**config.mk**
```make
export PLATFORM = sky130hd
export DESIGN_NAME = mem_port_arbiter
export DESIGN_NICKNAME = d
export VERILOG_FILES = /design/src/rtl/cpu_pkg.sv /design/src/rtl/arb_rr2.sv /design/src/rtl/mem_port_arbiter.sv
export SDC_FILE = /design/constraint.sdc
export NUM_CORES = 1
export LEC_CHECK = 0
export ABC_AREA = 1
export BUFFER_PORTS_ARGS = -buffer_cell sky130_fd_sc_hd__buf_2
export CAP_MARGIN = 40
export CORE_AREA = 2 2 120 122
export DETAILED_ROUTE_END_ITERATION = 12
export DIE_AREA = 0 0 122 124
export HOLD_SLACK_MARGIN = 0.12
export PLACE_DENSITY = 0.54
export SLEW_MARGIN = 25
export SYNTH_ARGS = -nofsm -noshare
export SYNTH_HDL_FRONTEND = slang
export SYNTH_SLANG_ARGS = --single-unit
```
**constraint.sdc**
```tcl
create_clock -name clk -period 1.7 [get_ports clk]
set_input_delay 0.17 -clock clk [delete_from_list [all_inputs] [get_ports clk]]
set_output_delay 0.17 -clock clk [all_outputs]
set_load 0.03 [all_outputs]
```
**src/rtl/cpu_pkg.sv**
```systemverilog
// rtl/cpu_pkg.sv - shared types and constants for the memory port arbiter
package cpu_pkg;

  typedef enum logic [1:0] {
    SHARED = 2'd0,
    DRAIN  = 2'd1,
    LOCKED = 2'd2
  } arb_state_t;

  localparam logic        PORT_CPU  = 1'b0;
  localparam logic        PORT_DBG  = 1'b1;
  localparam logic [31:0] ERR_RDATA = 32'd0;

endpackage

```
**src/rtl/arb_rr2.sv**
```systemverilog
// rtl/arb_rr2.sv - combinational two-way round-robin pick, one-hot grant
module arb_rr2
  import cpu_pkg::*;
(
  input  logic [1:0] req,
  input  logic       last,
  output logic [1:0] gnt
);

  // last names the port granted most recently; the other one wins a tie
  assign gnt[PORT_CPU] = req[PORT_CPU] & (~req[PORT_DBG] | last);
  assign gnt[PORT_DBG] = req[PORT_DBG] & (~req[PORT_CPU] | ~last);

endmodule

```
**src/rtl/mem_port_arbiter.sv**
```systemverilog
// rtl/mem_port_arbiter.sv - shares one BRAM port between the CPU and the debug loader
module mem_port_arbiter
  import cpu_pkg::*;
#(
  parameter int DATA_W       = 32,
  parameter int ADDR_W       = 32,
  parameter int NUM_OF_BYTES = 800
) (
  input  logic              clk,
  input  logic              reset,
  input  logic              req_0,
  input  logic              we_0,
  input  logic [ADDR_W-1:0] addr_0,
  input  logic [DATA_W-1:0] wdata_0,
  output logic              gnt_0,
  output logic              rvalid_0,
  output logic [DATA_W-1:0] rdata_0,
  output logic              err_0,
  input  logic              req_1,
  input  logic              we_1,
  input  logic [ADDR_W-1:0] addr_1,
  input  logic [DATA_W-1:0] wdata_1,
  output logic              gnt_1,
  output logic              rvalid_1,
  output logic [DATA_W-1:0] rdata_1,
  output logic              err_1,
  input  logic              dbg_lock,
  output logic              dbg_locked,
  output logic              cpu_stall,
  output logic [ADDR_W-1:0] mem_address,
  output logic              mem_read_en,
  output logic              mem_write_en,
  output logic [DATA_W-1:0] mem_write_data,
  input  logic [DATA_W-1:0] mem_read_data
);

  arb_state_t        state, state_next;
  logic              last;
  logic [1:0]        pick;
  logic [1:0]        gnt;
  logic              any_gnt, sel, sel_we, sel_err;
  logic [ADDR_W-1:0] sel_addr;
  logic [DATA_W-1:0] sel_wdata;
  logic              tag_valid, tag_port, tag_err;

  arb_rr2 u_rr (
    .req  ({req_1, req_0}),
    .last (last),
    .gnt  (pick)
  );

  always_ff @(posedge clk or negedge reset) begin
    if (!reset) begin
      state     <= SHARED;
      last      <= PORT_DBG;
      tag_valid <= 1'b0;
      tag_port  <= PORT_CPU;
      tag_err   <= 1'b0;
    end else begin
      state <= state_next;
      // leaving the lock always hands the next tie to the CPU
      if (state == LOCKED)
        last <= PORT_DBG;
      else if (any_gnt)
        last <= sel;
      tag_valid <= any_gnt & (~sel_we | sel_err);
      tag_port  <= sel;
      tag_err   <= sel_err;
    end
  end

  always_comb begin
    state_next = state;
    case (state)
      SHARED: if (dbg_lock)
                state_next = (mem_read_en || (tag_valid && !tag_err)) ? DRAIN : LOCKED;
      DRAIN:  state_next = LOCKED;
      LOCKED: if (!dbg_lock) state_next = SHARED;
      default: state_next = SHARED;
    endcase
  end

  always_comb begin
    gnt = 2'b00;
    if (reset) begin
      case (state)
        SHARED:  gnt = pick;
        LOCKED:  gnt = {req_1, 1'b0};
        default: gnt = 2'b00;
      endcase
    end
    gnt_0      = gnt[PORT_CPU];
    gnt_1      = gnt[PORT_DBG];
    dbg_locked = (state == LOCKED);
    cpu_stall  = reset & req_0 & ~gnt[PORT_CPU];
  end

  assign any_gnt   = |gnt;
  assign sel       = gnt[PORT_DBG];
  assign sel_we    = sel ? we_1 : we_0;
  assign sel_addr  = sel ? addr_1 : addr_0;
  assign sel_wdata = sel ? wdata_1 : wdata_0;
  assign sel_err   = (sel_addr[1:0] != 2'b00) || (sel_addr >= ADDR_W'(NUM_OF_BYTES));

  assign mem_address    = any_gnt ? sel_addr : '0;
  assign mem_write_data = any_gnt ? sel_wdata : '0;
  assign mem_read_en    = any_gnt & ~sel_we & ~sel_err;
  assign mem_write_en   = any_gnt & sel_we & ~sel_err;

  assign rvalid_0 = tag_valid & (tag_port == PORT_CPU);
  assign rvalid_1 = tag_valid & (tag_port == PORT_DBG);
  assign err_0    = rvalid_0 & tag_err;
  assign err_1    = rvalid_1 & tag_err;
  assign rdata_0  = (rvalid_0 && !tag_err) ? mem_read_data : DATA_W'(ERR_RDATA);
  assign rdata_1  = (rvalid_1 && !tag_err) ? mem_read_data : DATA_W'(ERR_RDATA);

endmodule
```
==> results.json <==
{
  "slew_violations": 0,
  "hpwl_um": 10300,
  "final_util": 0.439,
  "grt_max_degree": 33,
  "dr.pass1.iters": 4,
  "hold_viol": 0,
  "grt_pass1_vias": 3907,
  "rsz0062_at_grt": "yes",
  "globalplace.congestion": 0.799,
  "period_share": 1.31,
  "min-delay-start": "dbg_lock",
  "skew_ns": 0.00327,
  "drc_errors": 0,
  "cts.clk_slew.worst_paths_ns": 0.04,
  "final_common_cell": "buf_2",
  "die_x_um": 122,
  "postLayoutCellArea_um2": 6020,
  "clk_latency_ns": 0.23,
  "yosys.cell_types.count": 25,
  "core_area_um2": 13700,
  "tightest_slew_ns": 0.315,
  "cts_buffers": 3,
  "synth_seq_area_share": 0.0725,
  "crit_type": "reg -> out",
  "vias_per_cell": 4.09,
  "violations": "setup timing",
  "antenna_left": 0,
  "drive_gt1_frac": 0.659,
  "synth-edff-count": 0,
  "start_util": 0.152,
  "cap_violations": 0,
  "max_slew_margin": 0.790,
  "reg2reg_slack_ns": -0.38,
  "crit_chain": "inv_2 -> nand3_4 -> buf_4 -> nand3b_1 -> nand2_2 -> nand2_1 -> nor2_1 -> nand2_1 -> nor2_4 -> nand3_4 -> nor2_4 -> buf_6",
  "num_rows": 43,
  "max_freq_ghz": 0.448,
  "wl_um": 13000,
  "dieArea_um2": 15100,
  "cts-root-buf": "clkbuf_16",
  "antenna_found_initial": 0,
  "fin_crit_ns": 2.23,
  "r2r_start": "state[1]$_DFFE_PN0P_",
  "arrival_ns": 2.06,
  "grt_pass1_wl_um": 18800,
  "fin_nets": 974,
  "cts_tree": "yes",
  "synth_seq_cells": 6,
  "clockBufferDepth": 2,
  "min_path_cells": 3,
  "port-buffer-count": 304,
  "synth_fp_nets": 617,
  "hp-class": "in -> reg",
  "netlist_top_cells_area": "nand2_1 28%, nor2_1 19%, inv_1 13%",
  "diodes": 0,
  "synth_top_area_frac": 0.280,
  "slowest_stage": "dfrtp_1",
  "hold_end": "state[0]$_DFFE_PN0P_",
  "syn_area_um2": 2090,
  "grt_usage": 0.155,
  "p_per_area_nw_per_um2": 364,
  "synth-main-ff-cell": "dfrtp_1",
  "cts.sinks": 6,
  "post_drt_wl_per_cell_um": 13.2,
  "cts-htree-levels": 1,
  "drtIter0Drc": 123,
  "fin_setup_tns_ns": -17.23,
  "grt_overflow": 0,
  "syn_inst": 450,
  "final_cell_mix": "236 x buf_2, 93 x nand2_1, 78 x buf_6",
  "critPathRequiredTime_ns": 1.53,
  "async_flop_share": 1.00,
  "postPlaceCellArea_um2": 4740,
  "setup_ws_ns": -0.534,
  "avgSynthCellArea_um2": 4.64,
  "start_kind": "flip-flop",
  "crit_fanout": 26,
  "report.final.setup_viol": 71,
  "p_leak_uw": 0.00343,
  "r2r_cells": 14,
  "die_h_um": 124,
  "area_growth_pct": 188,
  "slowest_delay_ns": 0.38,
  "r2r_end": "tag_valid$_DFF_PN0_",
  "routed-via-count": 4033,
  "pin_count": 305,
  "status": "complete, but fails checks",
  "vdd_drop_max_uv": 340,
  "ys_warn_count": 0,
  "cp-end-kind": "output pin",
  "synth_top_area_cell": "nand2_1"
}
cells in the mapped netlist (2+ instances only):
cell      number
dfrtp_1        5
nor3_1         2
nand3b_1      24
nand3_1        4
inv_2          2
o21ai_2        3
a21oi_1       35
buf_6          3
nor2_1       108
nand2_4        2
clkbuf_1      11
inv_1         72
buf_4          2
buf_2         11
nand2_1      156
per-stage QoR:
stage	hold WS (ns)	std cells	setup WS, ns	power, uW
2_1_floorplan	-0.126	450	-0.161	901
3_3_place_gp	0.130	959	-0.357	1430
3_5_place_dp	0.127	959	-0.362	1420
4_1_cts	0.200	980	-0.553	2160
5_1_grt	0.222	986	-0.714	2320
6_report	0.199	986	-0.534	2190
sequential cells by signal (all words and copies together) (netlist names):
signal and cells:
state 2, last 1, tag_err 1, tag_port 1, tag_valid 1
layout make-up:
type / count / area [um^2]
well taps: 180 / 225
flip-flops and latches: 6 / 151
clock buffers: 4 / 78.8
multi-input cells: 342 / 2370
repair buffers: 380 / 2920
fillers: 1411 / 7690
inverters: 74 / 285
timing repair:
item / in CTS / in global routing
pin swaps: 7 / 7
gates resized for setup: 234 / 37
buffers inserted: 10 / 7
endpoints found under the setup margin: 70 / 82
hold buffers: 1 / 0
gates cloned: 6 / 1
hold endpoints to repair: 6 / 0
how the worst max path moves through the flow:
stage | from | end | slack, ns | cells after the start
floorplan | last$_DFFE_PN1P_ | mem_write_en | -0.16 | 11
CTS | last$_DFFE_PN1P_ | mem_write_en | -0.55 | 12
global placement | last$_DFFE_PN1P_ | mem_write_en | -0.36 | 12
finish | state[1]$_DFFE_PN0P_ | mem_write_en | -0.53 | 12
global route | state[1]$_DFFE_PN0P_ | mem_write_en | -0.71 | 12
detailed placement | last$_DFFE_PN1P_ | mem_write_en | -0.36 | 12
kinds of logic (layout without fill, tap and decap cells):
group           count (synthesis)  count (layout)  synth area share
compound gates                 41              41             0.107
buf+inv                       102             458             0.204
flops                           6               6            0.0725
simple gates                  301             301             0.617
where the power goes:
part	total [uW]	internal [uW]	switching (uW)
combinational	1640	774	867
clock	393	311	82.1
sequential	157	151	5.80
total	2190	1240	955
critical path, delay by kind of cell (launching register included):
family	cells	cell delay (ns)
buffers and inverters	3	0.48
DFF	1	0.38
and+or+nand+nor	9	0.95
routing by layer:
| layer | vias to the layer above | wire length, um | GRT usage |
|---|---|---|---|
| met2 | 185 | 6910 | 0.295 |
| met4 | 0 | 188 | 0.0280 |
| met3 | 14 | 1100 | 0.0375 |
| li1 | 2052 | - | - |
| met1 | 1782 | 4830 | 0.177 |
| met5 | - | 0 | 0 |
Power figures use the tool's default switching activity.
